`src/rtl/complex_acc_stage_pkg.sv`:
```
// complex_acc_stage_pkg: shared FSM state type and overflow helper for the accumulator stage
package complex_acc_stage_pkg;

    typedef enum logic {ACCUM = 1'b0, HOLD = 1'b1} state_t;

    // A two's-complement add overflowed when the guard bit disagrees with the lane sign bit.
    function automatic logic add_ovf(input logic guard, input logic msb);
        return guard ^ msb;
    endfunction

endpackage

```
`src/rtl/complex_acc_stage_sat_add.sv`:
```
// complex_sat_add: one lane of sign-extending saturating accumulate
//   i_acc  [ACC_W-1:0]  running signed sum
//   i_in   [IN_W-1:0]   signed addend, sign-extended to ACC_W
//   o_sum  [ACC_W-1:0]  sum clamped to [-2^(ACC_W-1), 2^(ACC_W-1)-1]
//   o_ovf               the clamp was applied
module complex_sat_add
    import complex_acc_stage_pkg::*;
#(
    parameter int IN_W  = 32,
    parameter int ACC_W = 34
) (
    input  logic [ACC_W-1:0] i_acc,
    input  logic [IN_W-1:0]  i_in,
    output logic [ACC_W-1:0] o_sum,
    output logic             o_ovf
);

    logic [ACC_W:0] w_full;

    assign w_full = {i_acc[ACC_W-1], i_acc} + {{(ACC_W + 1 - IN_W){i_in[IN_W-1]}}, i_in};
    assign o_ovf  = add_ovf(w_full[ACC_W], w_full[ACC_W-1]);
    // The guard bit holds the true sign, so it selects the min or max rail.
    assign o_sum  = o_ovf ? {w_full[ACC_W], {(ACC_W - 1){~w_full[ACC_W]}}} : w_full[ACC_W-1:0];

endmodule

```
`src/rtl/complex_acc_stage.sv`:
```
// complex_acc_stage: sums N_ACC complex products per frame with saturation, valid/ready output
//   clk, rst_n                  clock, asynchronous active-low reset
//   i_in_valid / o_in_ready     product input handshake
//   i_prod_re, i_prod_im        signed product lanes, 2*WIDTH bits
//   i_clear                     synchronous abort of the current frame and any pending result
//   o_out_valid / i_out_ready   frame result handshake
//   o_acc_re, o_acc_im          signed frame sum, ACC_W bits
//   o_out_ovf                   a lane saturated somewhere in the reported frame
module complex_acc_stage
    import complex_acc_stage_pkg::*;
#(
    parameter int WIDTH = 16,
    parameter int N_ACC = 8,
    parameter int ACC_W = 2 * WIDTH + 2
) (
    input  logic               clk,
    input  logic               rst_n,
    input  logic               i_in_valid,
    output logic               o_in_ready,
    input  logic [2*WIDTH-1:0] i_prod_re,
    input  logic [2*WIDTH-1:0] i_prod_im,
    input  logic               i_clear,
    output logic               o_out_valid,
    input  logic               i_out_ready,
    output logic [ACC_W-1:0]   o_acc_re,
    output logic [ACC_W-1:0]   o_acc_im,
    output logic               o_out_ovf
);

    localparam int CW = (N_ACC > 1) ? $clog2(N_ACC) : 1;
    localparam logic [CW-1:0] LAST = CW'(N_ACC - 1);

    state_t           r_state, w_next;
    logic [CW-1:0]    r_count;
    logic [ACC_W-1:0] r_sum_re, r_sum_im, r_acc_re, r_acc_im;
    logic             r_ovf, r_out_ovf;
    logic [ACC_W-1:0] w_sum_re, w_sum_im;
    logic             w_ovf_re, w_ovf_im, w_take, w_last;

    complex_sat_add #(.IN_W(2 * WIDTH), .ACC_W(ACC_W)) u_re (
        .i_acc(r_sum_re), .i_in(i_prod_re), .o_sum(w_sum_re), .o_ovf(w_ovf_re)
    );
    complex_sat_add #(.IN_W(2 * WIDTH), .ACC_W(ACC_W)) u_im (
        .i_acc(r_sum_im), .i_in(i_prod_im), .o_sum(w_sum_im), .o_ovf(w_ovf_im)
    );

    assign w_take = i_in_valid && o_in_ready;
    assign w_last = r_count == LAST;

    always_ff @(posedge clk or negedge rst_n) begin
        if (!rst_n) r_state <= ACCUM;
        else        r_state <= w_next;
    end

    always_comb begin
        w_next = i_clear                          ? ACCUM :
                 (w_take && w_last)               ? HOLD  :
                 (r_state == HOLD && i_out_ready) ? ACCUM : r_state;
    end

    always_comb begin
        o_in_ready  = r_state == ACCUM;
        o_out_valid = r_state == HOLD;
    end

    always_ff @(posedge clk or negedge rst_n) begin
        if (!rst_n) begin
            r_count   <= '0;
            r_sum_re  <= '0;
            r_sum_im  <= '0;
            r_ovf     <= 1'b0;
            r_acc_re  <= '0;
            r_acc_im  <= '0;
            r_out_ovf <= 1'b0;
        end else if (i_clear) begin
            r_count  <= '0;
            r_sum_re <= '0;
            r_sum_im <= '0;
            r_ovf    <= 1'b0;
        end else if (w_take && w_last) begin
            r_count   <= '0;
            r_sum_re  <= '0;
            r_sum_im  <= '0;
            r_ovf     <= 1'b0;
            r_acc_re  <= w_sum_re;
            r_acc_im  <= w_sum_im;
            r_out_ovf <= r_ovf | w_ovf_re | w_ovf_im;
        end else if (w_take) begin
            r_count  <= r_count + CW'(1);
            r_sum_re <= w_sum_re;
            r_sum_im <= w_sum_im;
            r_ovf    <= r_ovf | w_ovf_re | w_ovf_im;
        end
    end

    assign o_acc_re  = r_acc_re;
    assign o_acc_im  = r_acc_im;
    assign o_out_ovf = r_out_ovf;

endmodule

```
`config.mk`:
```
export PLATFORM = sky130hd
export DESIGN_NAME = complex_acc_stage
export DESIGN_NICKNAME = d
export VERILOG_FILES = /design/src/rtl/complex_acc_stage_pkg.sv /design/src/rtl/complex_acc_stage_sat_add.sv /design/src/rtl/complex_acc_stage.sv
export SDC_FILE = /design/constraint.sdc
export NUM_CORES = 1
export LEC_CHECK = 0
export ABC_AREA = 1
export CAP_MARGIN = 20
export CORE_UTILIZATION = 55
export CTS_BUF_LIST = sky130_fd_sc_hd__clkbuf_8
export DETAILED_ROUTE_END_ITERATION = 10
export PLACE_DENSITY = 0.88
export SYNTH_ARGS = -nofsm -noshare
export SYNTH_HDL_FRONTEND = slang
export SYNTH_SLANG_ARGS = --single-unit
```
`constraint.sdc`:
```
create_clock -name clk -period 5.61 [get_ports clk]
set_input_delay 1.122 -clock clk [delete_from_list [all_inputs] [get_ports clk]]
set_output_delay 1.122 -clock clk [all_outputs]
set_load 0.1 [all_outputs]
```
=== Word level (Yosys, flattened, before mapping) ===
Cells that the tools add are included.

* Add/sub/neg operators: 3
* Eq/ne operators: 1
* Muxes and demuxes: 17
* Bitwise logic cells: 8
* Reductions and logical operators: 6

{| class="wikitable"
|+ Operator list
! operator !! number
|-
| $mux 34 || 8
|-
| $add 34x32->35 || 2
|-
| $mux 3 || 3
|-
| $mux 1 || 6
|-
| $reduce_bool 3->1 || 2
|-
| $not 1->1 || 4
|-
| $add 3x1->3 const B || 1
|-
| $eq 3x3->1 const B || 1
|-
| $logic_and 1x1->1 || 3
|-
| $or 1x1->1 || 2
|-
| $reduce_and 2->1 || 1
|-
| $xor 1x1->1 || 2
|}

* Register bits after elaboration: 142
* Bits of input ports: 69
* Output and inout port bits: 71
* Logic and storage cells: 43

=== Depth between registers and ports, before layout ===
* Word-level depth: 7
* Mapped depth: 19
* Depth with buffers taken out: 18

=== Hierarchy ===
Synthesis repeated with hierarchy kept, for this count alone.

* Cells, all modules: 1550
* Area total of the unflattened synthesis: 10844.2 um2

{| class="wikitable"
|+ By module, submodules not included
! module !! instances !! cells an instance !! area each (um2) !! seq. area each (um2)
|-
| complex_acc_stage || 1 || 633 || 5723.0 || 3553.4
|-
| complex_sat_add (u_re) || 1 || 460 || 2580.0 || 0.0
|-
| complex_sat_add (u_im) || 1 || 457 || 2541.2 || 0.0
|}

=== Worst setup path before layout ===
OpenSTA, ideal clock, no wires.

* Kind: input to register
* From: in i_prod_im[0]
* To: reg r_acc_im[16] (netlist: o_acc_im[16])
* Setup time: 120 ps
* Arrival time: 2905 ps
* Path slack: 2585 ps
* Stages: 16
* Buffers on the path: 1
* Cells stage by stage: ha_1 inv_1 fa_1 inv_1 nand3_1 nand3_2 nand2_1 nand2_2 nand2_2 nand3_1 nand2_4 nor2_8 buf_8 o21ai_2 nand2_1 nand2_1

* Word-level cells in the longest chain between the ends: 3
* Elaborated cells between the ends (all ways): 4
* Classes of those cells: 1 x add/sub; 1 x mux; 2 x bitwise

{| class="wikitable"
|+ RTL lines
! item !! line !! RTL
|-
| from (decl) || complex_acc_stage.sv:21 || <nowiki>input logic [2*WIDTH-1:0] i_prod_im,</nowiki>
|-
| $add 34x32->35 * || complex_acc_stage_sat_add.sv:20 || <nowiki>assign w_full = {i_acc[ACC_W-1], i_acc} + {{(ACC_W + 1 - IN_W){i_in[IN_W-1]}}, i_in};</nowiki>
|-
| $xor 1x1->1 or $not 1->1 (tied branches) || complex_acc_stage_pkg.sv:8, complex_acc_stage_sat_add.sv:23 ||
|-
| $mux 34 * || complex_acc_stage_sat_add.sv:23 || <nowiki>assign o_sum = o_ovf ? {w_full[ACC_W], {(ACC_W - 1){~w_full[ACC_W]}}} : w_full[ACC_W-1:0];</nowiki>
|-
| to (signal assigned) || complex_acc_stage.sv:86 || <nowiki>r_acc_im <= w_sum_im;</nowiki>
|-
| to (decl) || complex_acc_stage.sv:35 || <nowiki>logic [ACC_W-1:0] r_sum_re, r_sum_im, r_acc_re, r_acc_im;</nowiki>
|}

Every way passes the cells marked *; elsewhere a longest branch is shown, timed or not.
A chain may end at the register's enable or synchronous reset.

=== Final worst setup path ===
* From: in i_prod_re[0]
* To: reg r_acc_re[4] (netlist: o_acc_re[4])

* Word-level cells in the longest chain between the ends: 3
* Elaborated cells between the ends (all ways): 4
* Classes of those cells: 1 x add/sub; 1 x mux; 2 x bitwise

{| class="wikitable"
|+ RTL lines
! item !! line !! RTL
|-
| from (decl) || complex_acc_stage.sv:20 || <nowiki>input logic [2*WIDTH-1:0] i_prod_re,</nowiki>
|-
| $add 34x32->35 * || complex_acc_stage_sat_add.sv:20 ||
|-
| $xor 1x1->1 or $not 1->1 (tied branches) || complex_acc_stage_pkg.sv:8, complex_acc_stage_sat_add.sv:23 ||
|-
| $mux 34 * || complex_acc_stage_sat_add.sv:23 ||
|-
| to (signal assigned) || complex_acc_stage.sv:85 || <nowiki>r_acc_re <= w_sum_re;</nowiki>
|-
| to (decl) || complex_acc_stage.sv:35 ||
|}

Marks and branches as above.

==> reports/summary.txt <==
status: complete, no violations
top cells by count, synth: nand2_1 (641), dfrtp_1 (142), nor2_1 (97), a21oi_1 (84), inv_1 (74)
Post-synth EDFFs: 0
static leakage: 6.17 nW
row count: 49
grt total ovfl: 0
core box area: 18000 µm²
# clock sinks: 142
cell area after synthesis: 10100 µm²
Rel. slew slack: 0.294
final total power: 0.00431 W
PD cells: 358 nW/µm²
Seq/Total Area, Yosys: 0.350
total negative slack: 0 ps
largest family of logic cells by synthesized area: simple AND/OR/NAND/NOR gates
reg2reg path depth: 17
share of the synthesized area in the top cell type: 0.350
Root Buffer: clkbuf_8
Critical-path top delay cell: inv_2
Syn Inst Count: 1441
crit path cell chain: clkdlybuf4s50_1 -> ha_1 -> inv_1 -> fa_1 -> inv_1 -> nand3_1 -> nand3_2 -> nand2_1 -> nand2_2 -> nand2_1 -> nand2_1 -> nand2_1 -> nand2_1 -> nand2_1 -> inv_2 -> o21ai_0 -> nand2_1 -> nand2_1
IO buf count: 139
worst reg2reg setup slack: 2380 ps
routability cong.: 0.999
Netlist cell types: 45
fin util: 0.667
minimum clock period: 3930 ps
final hold vios: 0
initial antenna violation count: 0
First-pass DRT Iterations: 9
Highest Clock Rate: 255 MHz
Area Overhead vs Synth: 18.4%
CTS max path bufs: 2
Post-synth ARST share: 1.00
#FFs+latches synth: 142
unrepaired setup endpoints after global routing: false
type of the most critical hold path: reg2reg
Post-CTS Resized: 0
via-per-instance ratio: 5.53
dominant synthesized flop cell: dfrtp_1
Detail Route Antenna Nets: 0
CTS buffer count: 17
clk_skew: 18.6 ps
clk slew on worst S/H paths: 90 ps
Clock Latency Late Sink: 480 ps
# setup viols final: 0
I/O Pins: 140
hold path cells: 2
DP Worst Slack: 1220 ps
Critical Path Fanout Max: 24
initial drt markers: 817
largest cells by area after synthesis: dfrtp_1 (35%), nand2_1 (24%), ha_1 (8.6%)
fin crit share: 0.700
Die ar.: 19000 µm²
xor/xnor share of the synthesized area: 0.0423
Post-CTS Setup Bufs: 0
vias: 9976
critical path arrival: 4290 ps
largest net degree at the start of global routing: 101
simple-gate share of the synthesized area: 0.334
WS Path Type: in2reg
final worst slack: 1680 ps
worst endpoint required time: 5980 ps
Slew Viols, Final: 0
FILL cells: 1586
Crit path largest cell delay: 530 ps
Die H: 138 µm
dpl hpwl: 21.1 mm
Starting Density: 0.563
Avg WL per Cell: 15.8 µm
CTS H-tree lvls: 4
Antenna diodes: 0
CP endpoint kind: flop
Routed WL: 28.4 mm
layout net count: 1703
first-pass GRT wire length: 45.9 mm
Die X-Extent: 138 µm
critical path's most frequent cell: nand2_1
Synth Area in Compound Gates: 0.131
layout cells sized above 1: 0.0667
mux cell area share after synthesis: 0
CTS tree: yes
syn avg cell area: 7.04 µm²
syn nets: 1582
Ys Warns: 0
vias in the first global route: 9575
Total GRT Usage: 0.312
top-count cell post-synth: nand2_1
Peak VDD IR: 179 µV
worst slew pin tran: 1060 ps
number of max-cap violations: 0
dominant cell type by area after synthesis: dfrtp_1
Hold-fix buffers, CTS: 0
Synth Area in Adders: 0.0902
drt drc: 0
Critical Path Source Type: primary input
[registers in the layout, indices dropped and copies added, names as in the netlist]
name,count
o_out_valid,1
r_ovf,1
o_acc_im,34
o_out_ovf,1
o_acc_re,34
r_sum_re,34
r_count,3
r_sum_im,34
[report_power, final]
part           total [W]  switching [W]  internal (W)  leakage, nW
Sequential       0.00125      0.0000904       0.00116         1.93
Combinational    0.00227        0.00148      0.000792         4.06
Clock           0.000789       0.000442      0.000347        0.179
Total            0.00431        0.00201       0.00230         6.17
[placed cells by master (no fill, tap or decap), types with 7 or more instances in the layout]
| cell type | Yosys | routed |
|---|---|---|
| a21oi_1 | 84 | 84 |
| clkbuf_8 | 0 | 17 |
| clkdlybuf4s50_1 | 0 | 138 |
| dfrtp_1 | 142 | 142 |
| ha_1 | 70 | 70 |
| inv_1 | 74 | 77 |
| nand2_1 | 641 | 641 |
| nand3_1 | 43 | 43 |
| nand3b_1 | 9 | 9 |
| nor2_1 | 97 | 95 |
| nor3_1 | 14 | 13 |
| nor3_2 | 6 | 7 |
| o21ai_0 | 51 | 51 |
| o21ai_1 | 14 | 14 |
| o21ai_2 | 32 | 32 |
| o21bai_1 | 12 | 12 |
| xnor2_1 | 35 | 35 |
| xor2_1 | 14 | 14 |
[path summary, 6_finish.rpt]
check	end	startpoint
max in group asynchronous	o_acc_re[32]$_DFFE_PN0P_	rst_n
hold / removal	o_acc_im[19]$_DFFE_PN0P_	o_acc_im[19]$_DFFE_PN0P_
setup reg to reg	o_acc_re[4]$_DFFE_PN0P_	r_sum_re[0]$_DFFE_PN0P_
min in group asynchronous	o_acc_im[4]$_DFFE_PN0P_	rst_n
hold reg to reg	o_acc_im[19]$_DFFE_PN0P_	o_acc_im[19]$_DFFE_PN0P_
setup / recovery	o_acc_re[4]$_DFFE_PN0P_	i_prod_re[0]
[routing by layer]
layer / global-route usage / share of wire / vias to the layer above
met5: 0 / 0 / -
met4: 0.110 / 0.022 / 0
met3: 0.0412 / 0.064 / 67
met2: 0.512 / 0.46 / 393
met1: 0.420 / 0.45 / 4628
li1: - / - / 4888
[stage by stage]
stage               hold WS (ps)  cell area (µm²)  instances
floorplan                    453            10100       1441
global placement             461            11700       1772
detailed placement           467            11700       1772
CTS                          489            12000       1804
global route                 512            12000       1804
finish                       483            12000       1804
[cell families (layout without fill, tap and decap cells)]
logic type	count (synthesis)	count (layout)
buffers and inverters	122	256
AOI/OAI and AO/OA	221	221
and+or+nand+nor	835	835
adders and majority gates	72	72
xor gates and xnor gates	49	49
DFF	142	142
[critical path, delay by kind of cell]
| family | cells | cell delay, ps |
|---|---|---|
| compound gates | 1 | 240 |
| fa+ha+maj | 2 | 650 |
| buf+inv | 4 | 1180 |
| simple gates | 11 | 1100 |
[final cells by class]
cell class,count,area [µm²],area share
clock buffers,17,234,0.0195
repair buffers,145,1440,0.120
clock inverters,15,124,0.0103
flip-flops and latches,142,3550,0.296
multi-input cells,1177,6090,0.506
inverters,79,297,0.0247
well taps,229,287,0.0238
(Power assumes the default switching activity.)
==> edit: new RTL, same settings <==
The parameter `WIDTH` goes from 16 to 8.
--- a/src/rtl/complex_acc_stage.sv
+++ b/src/rtl/complex_acc_stage.sv
@@ -9,7 +9,7 @@
 module complex_acc_stage
     import complex_acc_stage_pkg::*;
 #(
-    parameter int WIDTH = 16,
+    parameter int WIDTH = 8,
     parameter int N_ACC = 8,
     parameter int ACC_W = 2 * WIDTH + 2
 ) (
Interface: changed (resized i_prod_im, i_prod_re, o_acc_im and o_acc_re); port bits go from 140 to 76. The function was not compared with the original's and may differ.
==> edit against the unedited design <==
Non-clock buffer count decreased by 65. Total power decreased by 48%. Die area decreased by 46%. Setup slack improved by 110 ps. Sequential cell count decreased by 64. Via count decreased by 48%. Wire length decreased by 52%. Combinational power decreased by 50%. Synthesized area decreased by 47%. Design area decreased by 46%.
==> edit: results (changes against the unedited design) <==
antenna diode count=0 (unchanged); Max Root-Sink Buffers=2 (unchanged); Worst-path clk slew=~80 ps; GR Util met2=50.0% (-1.2 points); count of final hold-check violations=0 (unchanged); GRT Util Overall=29.5% (-1.6 points); Static Leak=3.50 nW (-43%); worst hold stages=2 (unchanged); internal power=1.27 mW (-45%); Final GP Congestion=0.960 (-3.9%); CTS Buf Count=9 (-8); syn_nets=823 (-48%); first-pass GRT wire length=24100 um (-48%); Worst Path Arrival=4040 ps (-250 ps); GR Util met3=4.09% (-0.029 points); Synth warnings=0 (unchanged); Peak VDD IR=0.000183 V (+2.6%); Root Buffer=clkbuf_8; R2R cell count=13 (-4); DR iter-0 viols=303 (-63%); Layout Skew=12.2 ps (-6.35 ps); clk_lat worst skew=350 ps (-130 ps); share of cells above drive strength 1=8.54% (+1.9 points); HPWL Detailed=9910 um (-53%); Netlist cell types=37 (-18%); Slew HR=30.8% (+1.4 points); DRT Pass-1 Iters=5 (-4); worst-path maximum fanout=21 (-13%); drt wl/cell=14.5 um (-8.0%); drt via density=5.46 (-1.2%); top cells by area, synth=dfrtp_1 36%, nand2_1 24%, ha_1 8.8%; pre-CTS WS=1500 ps (+284 ps); asr flop ratio synth=100% (unchanged); sequential fraction of the synthesis area=36.3% (+1.2 points); number of gates resized after CTS=0 (unchanged); vias in the first global route=5279 (-45%); H-tree depth=3 (-1); antenna violations before repair=0 (unchanged); worst min-delay path category=register to register; PortBufs=75 (-46%); # fillers=799 (-50%); status=completed; nets@finish=893 (-48%); Post-CTS Setup Bufs=0 (unchanged); largest net degree at the start of global routing=79 (-22%); grt met1 use=39.3% (-2.8 points); most common library cells after synthesis=339 x nand2_1, 78 x dfrtp_1, 49 x inv_1
edit: path summary, 6_finish.rpt:
kind / startpoint / endpoint / slack, ps
worst min-delay path: o_acc_im[3]$_DFFE_PN0P_ / o_acc_im[3]$_DFFE_PN0P_ / 480
worst max-delay path: i_prod_im[5] / o_out_ovf$_DFFE_PN0P_ / 1800
worst max register to register: r_sum_im[5]$_DFFE_PN0P_ / o_out_ovf$_DFFE_PN0P_ / 2610
max in group asynchronous: rst_n / r_ovf$_DFFE_PN0P_ / 4450
worst min register to register: o_acc_im[3]$_DFFE_PN0P_ / o_acc_im[3]$_DFFE_PN0P_ / 480
min in group asynchronous: rst_n / o_acc_im[5]$_DFFE_PN0P_ / 580
edit: metrics by stage:
stage	cell area (um^2)	total power, mW	utilization [%]	std cells
2_1_floorplan	5380	1.58	-	746
4_1_cts	6410	2.25	68.4	948
3_5_place_dp	6210	1.80	66.3	933
3_3_place_gp	6210	1.76	66.3	933
6_report	6440	2.26	68.7	949
5_1_grt	6440	2.43	68.7	949
edit: cells by family after synthesis:
family          after synthesis  synth area share, %
flops                        78                 36.3
simple gates                446                 34.0
xor+xnor                     24                 3.91
compound gates               83                 10.3
buf+inv                      75                 6.04
fa+ha+maj                    40                 9.58
edit: layout make-up:
| cell class | instances | area (um^2) | share of cell area (%) |
|---|---|---|---|
| multi-input combinational | 593 | 3120 | 48.4 |
| sequential | 78 | 1950 | 30.3 |
| timing repair buffer | 80 | 806 | 12.5 |
| tap | 129 | 161 | 2.51 |
| clock buffer | 11 | 151 | 2.35 |
| clock inverter | 4 | 47.5 | 0.738 |
| inverter | 54 | 205 | 3.19 |
edit: power groups by stage:
stage | clock, mW | combinational [mW] | sequential [mW]
floorplan | 0 | 0.895 | 0.686
global placement | 0 | 1.08 | 0.686
detailed placement | 0 | 1.12 | 0.688
CTS | 0.442 | 1.12 | 0.679
global route | 0.460 | 1.28 | 0.688
finish | 0.434 | 1.14 | 0.681
edit: critical path, cell delays in order:
cell and delay (ps):
clkdlybuf4s50_1 420, ha_1 360, a21oi_1 320, nand2_1 110, nand2_1 90, nand3_2 100, nand2_2 100, nand2_1 70
nand2_1 70, nand2_1 80, nand2_1 700, nand3_1 220, o21bai_1 220, nand2_1 70
edit: layer usage:
layer	wire (um)	up-vias
met5	0	-
met3	728	28
met2	6630	187
met1	6180	2453
met4	231	0
li1	-	2516
